## src/rtl/spi_regfile_peripheral.sv

```systemverilog
// SPI (mode 0) slave giving a small register file: write frames load a register,
// read frames return one on CIPO. All SPI pins are resynchronised into clk.
module spi_regfile_peripheral #(
  parameter int DATA_W   = 8,
  parameter int ADDR_W   = 7,
  parameter int NUM_REGS = 5
) (
  input  logic                         clk,
  input  logic                         rst,
  input  logic                         nCS,
  input  logic                         SCLK,
  input  logic                         COPI,
  output logic                         CIPO,
  output logic [NUM_REGS*DATA_W-1:0]   regs_out,
  output logic                         wr_strobe,
  output logic [ADDR_W-1:0]            wr_addr,
  output logic                         frame_err
);

  localparam int FRAME_LEN = 1 + ADDR_W + DATA_W;
  localparam int HDR_LEN   = 1 + ADDR_W;
  localparam int CNT_W     = $clog2(FRAME_LEN + 1);

  typedef enum logic [1:0] {IDLE, SHIFT, COMMIT, WAIT_CS} state_e;

  state_e                 state_q, state_d;
  logic [2:0]             cs_q, sclk_q;
  logic [1:0]             copi_q;
  logic [CNT_W-1:0]       cnt_q;
  logic [FRAME_LEN-1:0]   shreg_q, shreg_nxt;
  logic [DATA_W-1:0]      tx_q;
  logic [DATA_W-1:0]      regs_q [NUM_REGS];
  logic                   wr_strobe_q, frame_err_q;
  logic [ADDR_W-1:0]      wr_addr_q;

  logic sclk_rise, sclk_fall, cs_rise, cs_fall, cs_high;
  logic last_bit, frame_start, shift_en, abort, commit, tx_adv, rd_load;
  logic                   c_rw, addr_hit;
  logic [ADDR_W-1:0]      c_addr, h_addr;
  logic [DATA_W-1:0]      c_data, rd_data;

  // Stage [1] is the synchronised value, stage [2] its one-cycle-old copy for edges.
  always_ff @(posedge clk) begin
    if (rst) begin
      cs_q   <= 3'b111;
      sclk_q <= 3'b000;
      copi_q <= 2'b00;
    end else begin
      cs_q   <= {cs_q[1:0], nCS};
      sclk_q <= {sclk_q[1:0], SCLK};
      copi_q <= {copi_q[0], COPI};
    end
  end

  assign sclk_rise = sclk_q[1] & ~sclk_q[2];
  assign sclk_fall = ~sclk_q[1] & sclk_q[2];
  assign cs_rise   = cs_q[1] & ~cs_q[2];
  assign cs_fall   = ~cs_q[1] & cs_q[2];
  assign cs_high   = cs_q[1];

  assign shreg_nxt = {shreg_q[FRAME_LEN-2:0], copi_q[1]};
  assign h_addr    = shreg_nxt[ADDR_W-1:0];
  assign c_rw      = shreg_q[FRAME_LEN-1];
  assign c_addr    = shreg_q[DATA_W +: ADDR_W];
  assign c_data    = shreg_q[DATA_W-1:0];
  assign last_bit  = sclk_rise && (cnt_q == CNT_W'(FRAME_LEN - 1));

  always_ff @(posedge clk) begin
    if (rst) state_q <= IDLE;
    else     state_q <= state_d;
  end

  always_comb begin
    state_d = state_q;
    case (state_q)
      IDLE:    if (cs_fall) state_d = SHIFT;
      SHIFT: begin
        if (last_bit)     state_d = COMMIT;
        else if (cs_rise) state_d = IDLE;
      end
      COMMIT:  state_d = WAIT_CS;
      // Level test: a chip-select release coinciding with the last SCLK edge must still end the frame.
      WAIT_CS: if (cs_high) state_d = IDLE;
      default: state_d = IDLE;
    endcase
  end

  always_comb begin
    frame_start = 1'b0;
    shift_en    = 1'b0;
    abort       = 1'b0;
    commit      = 1'b0;
    tx_adv      = 1'b0;
    case (state_q)
      IDLE:   frame_start = cs_fall;
      SHIFT: begin
        shift_en = sclk_rise;
        abort    = cs_rise && !last_bit;
        // The MSB is already on CIPO by the fall after the last address bit, so that fall holds.
        tx_adv   = sclk_fall && (cnt_q > CNT_W'(HDR_LEN));
      end
      COMMIT: commit = 1'b1;
      default: ;
    endcase
  end

  assign rd_load = shift_en && (cnt_q == CNT_W'(HDR_LEN - 1)) && !shreg_nxt[ADDR_W];

  always_comb begin
    rd_data  = '0;
    addr_hit = 1'b0;
    for (int k = 0; k < NUM_REGS; k++) begin
      if (h_addr == ADDR_W'(k)) rd_data = regs_q[k];
      if (c_addr == ADDR_W'(k)) addr_hit = 1'b1;
    end
  end

  always_ff @(posedge clk) begin
    if (rst) begin
      cnt_q       <= '0;
      shreg_q     <= '0;
      tx_q        <= '0;
      wr_strobe_q <= 1'b0;
      wr_addr_q   <= '0;
      frame_err_q <= 1'b0;
      for (int k = 0; k < NUM_REGS; k++) regs_q[k] <= '0;
    end else begin
      wr_strobe_q <= 1'b0;
      frame_err_q <= abort;
      if (frame_start) begin
        cnt_q   <= '0;
        shreg_q <= '0;
        tx_q    <= '0;
      end
      if (shift_en) begin
        shreg_q <= shreg_nxt;
        cnt_q   <= cnt_q + CNT_W'(1);
      end
      if (rd_load)     tx_q <= rd_data;
      else if (tx_adv) tx_q <= {tx_q[DATA_W-2:0], 1'b0};
      if (cs_high)     tx_q <= '0;
      if (commit && c_rw && addr_hit) begin
        wr_strobe_q <= 1'b1;
        wr_addr_q   <= c_addr;
        for (int k = 0; k < NUM_REGS; k++) begin
          if (c_addr == ADDR_W'(k)) regs_q[k] <= c_data;
        end
      end
    end
  end

  for (genvar g = 0; g < NUM_REGS; g++) begin : g_out
    assign regs_out[g*DATA_W +: DATA_W] = regs_q[g];
  end

  assign CIPO      = tx_q[DATA_W-1];
  assign wr_strobe = wr_strobe_q;
  assign wr_addr   = wr_addr_q;
  assign frame_err = frame_err_q;

endmodule
```

## config.mk

```make
export PLATFORM = sky130hd
export DESIGN_NAME = spi_regfile_peripheral
export DESIGN_NICKNAME = d
export VERILOG_FILES = /design/src/rtl/spi_regfile_peripheral.sv
export SDC_FILE = /design/constraint.sdc
export NUM_CORES = 1
export LEC_CHECK = 0
export CORE_MARGIN = 5
export CORE_UTILIZATION = 30
export CTS_CLUSTER_SIZE = 16
export DETAILED_ROUTE_END_ITERATION = 7
export GPL_TIMING_DRIVEN = 1
export HOLD_SLACK_MARGIN = 0.06
export PLACE_DENSITY = 0.47
export SLEW_MARGIN = 0
export SYNTH_ARGS = -nofsm -noshare
export SYNTH_HDL_FRONTEND = slang
export SYNTH_SLANG_ARGS = --single-unit
export TNS_END_PERCENT = 10
```

## constraint.sdc

```tcl
create_clock -name clk -period 2 [get_ports clk]
set_clock_uncertainty 0.1 [all_clocks]
set_input_delay 0.2 -clock clk [delete_from_list [all_inputs] [get_ports clk]]
set_output_delay 0.2 -clock clk [all_outputs]
set_load 0.02 [all_outputs]
```

==> flow_metrics.env <==
export IMPL_period_share=0.927
export IMPL_grt_max_degree=24
export IMPL_worst_slack_ps=145
export IMPL_cts_clk_slew_worst_paths_ps=60
export IMPL_hold_class="reg2reg"
export IMPL_cts_inserted_buffers=9
export IMPL_die_area_sq_mm=0.0148
export IMPL_synth_xor_xnor_area_share=0
export IMPL_critPathKind="reg2reg"
export IMPL_grt_ovfl_total=0
export IMPL_synth_fa_ha_area_frac=0.0100
export IMPL_ff_latch_area_sq_mm=0.00216
export IMPL_cp_required_ps=2120
export IMPL_port_buffers=54
export IMPL_nets=408
export IMPL_reg2reg_depth=6
export IMPL_synth_simple_area_share=0.185
export IMPL_post_route_drc_count=0
export IMPL_drv_cap=0
export IMPL_grt_pass1_vias=2733
export IMPL_antenna_cells=0
export IMPL_final_cell_mix="54 x clkdlybuf4s50_1, 48 x dfxtp_1, 40 x edfxtp_1"
export IMPL_first_pass_iters=4
export IMPL_ys_ff_latch=88
export IMPL_wl_per_cell_um=16.2
export IMPL_grt_util_all_layers=0.129
export IMPL_synth_compound_area_frac=0.183
export IMPL_drt_wl_total_mm=9.28
export IMPL_cts_root_buffer="clkbuf_16"
export IMPL_setup_viol=0
export IMPL_period_needed_ps=1850
export IMPL_final_common_cell="clkdlybuf4s50_1"
export IMPL_grt_first_pass_wirelength_mm=14.7
export IMPL_peakVddDrop_mv=0.326
export IMPL_pin_count=55
export IMPL_yosys_mux_area_fraction=0.00267
export IMPL_antenna_found_initial=0
export IMPL_ant_nets=0
export IMPL_finalMaxSlewViolations=0
export IMPL_drtIter0Drc=129
export IMPL_path_cells="ha_1 -> nor4bb_2 -> and3b_1 -> a21o_4 -> or2_4 -> o211a_1"
export IMPL_cts_buffer_depth=2
export IMPL_num_fill_cells=1215
export IMPL_relSlewSlack=0.745
export IMPL_slowest_stage="dfxtp_1"
export IMPL_dp_hpwl_mm=6.91
export IMPL_dp_cells=557
export IMPL_worst_pin_slew_ps=382
export IMPL_placed_area_sq_mm=0.00463
export IMPL_viasPerCell=4.77
export IMPL_avgSynthCellArea_sq_um=11.4
export IMPL_post_route_cells_drive_above_1_share=0.158
export IMPL_cts_tree="yes"
export IMPL_crit_path_max_fanout=8
export IMPL_syn_area_sq_mm=0.00374
export IMPL_pre_cts_ws_ps=112
export IMPL_postLayoutCellArea_sq_mm=0.00493
export IMPL_critPathMaxStageDelay_ps=340
export IMPL_multiInputGateArea_sq_mm=0.00144
export IMPL_start_util=0.309
export IMPL_cts_setup_buffers=0
export IMPL_synth_top_family_by_area="simple AND/OR/NAND/NOR gates"
export IMPL_endpoint_kind="register"
export IMPL_cp_start_kind="register"
export IMPL_hold_viol=0
export IMPL_coreArea_sq_mm=0.0121
export IMPL_fp_dieH_um=122
export IMPL_power_density_mw_per_mm2=771
export IMPL_netlist_instances=328
export IMPL_power_w=0.00380
export IMPL_clock_latency_ps=330
export IMPL_outcome="complete, no violations"
export IMPL_max_freq_ghz=0.539
export IMPL_clock_sinks=88
export IMPL_gp_congestion=0.736
export IMPL_cp_arrival_ps=1970
export IMPL_worstHoldPathCells=1
export IMPL_leakagePower_nw=1.84
export IMPL_syn_nets=336
export IMPL_ctsHtreeMaxLevel=3
export IMPL_fin_util=0.407
export IMPL_final_cells=573
export IMPL_synth_cell_types=46
export IMPL_via_count=2733
export IMPL_rows=40
export IMPL_ys_warnings_count=0
export IMPL_cts_hold_fix_buffers=0
export IMPL_die_w_um=122
export IMPL_yosysSeqAreaShare=0.577
export IMPL_syn_to_final_growth_pct=31.8
-- repair_timing --
item | in CTS | in global routing
resized for setup | 0 | 3
endpoints found under the setup margin | 0 | 32
endpoints found under the hold margin | 0 | 0
-- final cells by class --
class	instances	area share
clock inverters	6	0.0124
well taps	168	0.0426
clock buffers	10	0.0464
flip-flops and latches	88	0.438
multi-input cells	207	0.291
inverters	5	0.00380
repair buffers	89	0.165
-- path summary, 6_finish.rpt --
check | from | end | slack, ps
max | cnt_q[0]$_SDFFE_PP0P_ | tx_q[1]$_SDFFE_PP0P_ | 150
min | cs_q[0]$_SDFF_PP1_ | cs_q[1]$_SDFF_PP1_ | 310
min reg2reg | cs_q[0]$_SDFF_PP1_ | cs_q[1]$_SDFF_PP1_ | 310
max reg2reg | cnt_q[0]$_SDFFE_PP0P_ | tx_q[1]$_SDFFE_PP0P_ | 150
-- state kept, by name, indices dropped and copies added (netlist names), named ones only --
register and flops:
regs_q 40, shreg_q 16, tx_q 8, wr_addr 7, cnt_q 5, cs_q 3
sclk_q 3, copi_q 2, frame_err 1, state_q 1, wr_strobe 1
-- stage by stage --
step	setup TNS (ps)	hold slack, ps
after CTS	0	315
after floorplan	0	204
after detailed placement	0	298
after global routing	-45.0	322
after global placement	0	296
final	0	312
-- report_power, final --
| group | total (W) | leakage, nW | internal (W) | switching, W |
|---|---|---|---|---|
| Combinational | 0.000238 | 0.903 | 0.000110 | 0.000128 |
| Clock | 0.00163 | 0.134 | 0.000962 | 0.000664 |
| Sequential | 0.00194 | 0.801 | 0.00191 | 0.0000262 |
-- logic make-up (layout without fill, tap and decap cells) --
family	Yosys count	count (layout)
buffers and inverters	33	110
AOI/OAI and AO/OA	87	87
and+or+nand+nor	116	116
muxes	1	1
DFF	88	88
adders and majority gates	3	3
-- worst max-delay path, delay by kind of cell, from the launching register on --
| kind | cells | cell delay, ps |
|---|---|---|
| AO/OA/AOI/OAI | 2 | 420 |
| adder cells (fa/ha/maj) | 1 | 240 |
| AND/OR/NAND/NOR | 3 | 640 |
| flip-flops | 1 | 340 |
-- cell usage after synthesis, drive strengths merged --
cell type  instances  share of area
and4bb             1         0.0033
nand4              2         0.0033
nor2b              9          0.015
o21ai              6         0.0080
and4               1         0.0023
nor2              28          0.028
a22oi             18          0.036
buf               11          0.019
o211a              7          0.019
o221ai             7          0.028
nand4bb            1         0.0030
and2              14          0.023
and3               1         0.0017
nand2b             9          0.015
o211ai             7          0.014
inv                5         0.0050
nor3               8          0.014
nor4bb             2         0.0053
nand4b             7          0.016
edfxtp            40           0.32
clkbuf            17          0.017
and4b              1         0.0027
a21oi             18          0.024
ha                 3          0.010
nor3b              1         0.0020
or3b               1         0.0023
a21o               4          0.010
o21bai             9          0.018
and3b              2         0.0047
a221oi             8          0.019
o32ai              1         0.0023
nand3              8          0.011
nand2              6         0.0060
a31o               2         0.0047
nand3b             9          0.018
dfxtp             48           0.26
mux2i              1         0.0027
or2                5         0.0084
-- metal layers --
metal | routed length [um] | global-route usage
met5 | 0 | 0
met4 | 72 | 0.0385
met3 | 314 | 0.0283
met2 | 4410 | 0.212
met1 | 4480 | 0.169
Note: power is estimated with default switching activity, not from simulation.
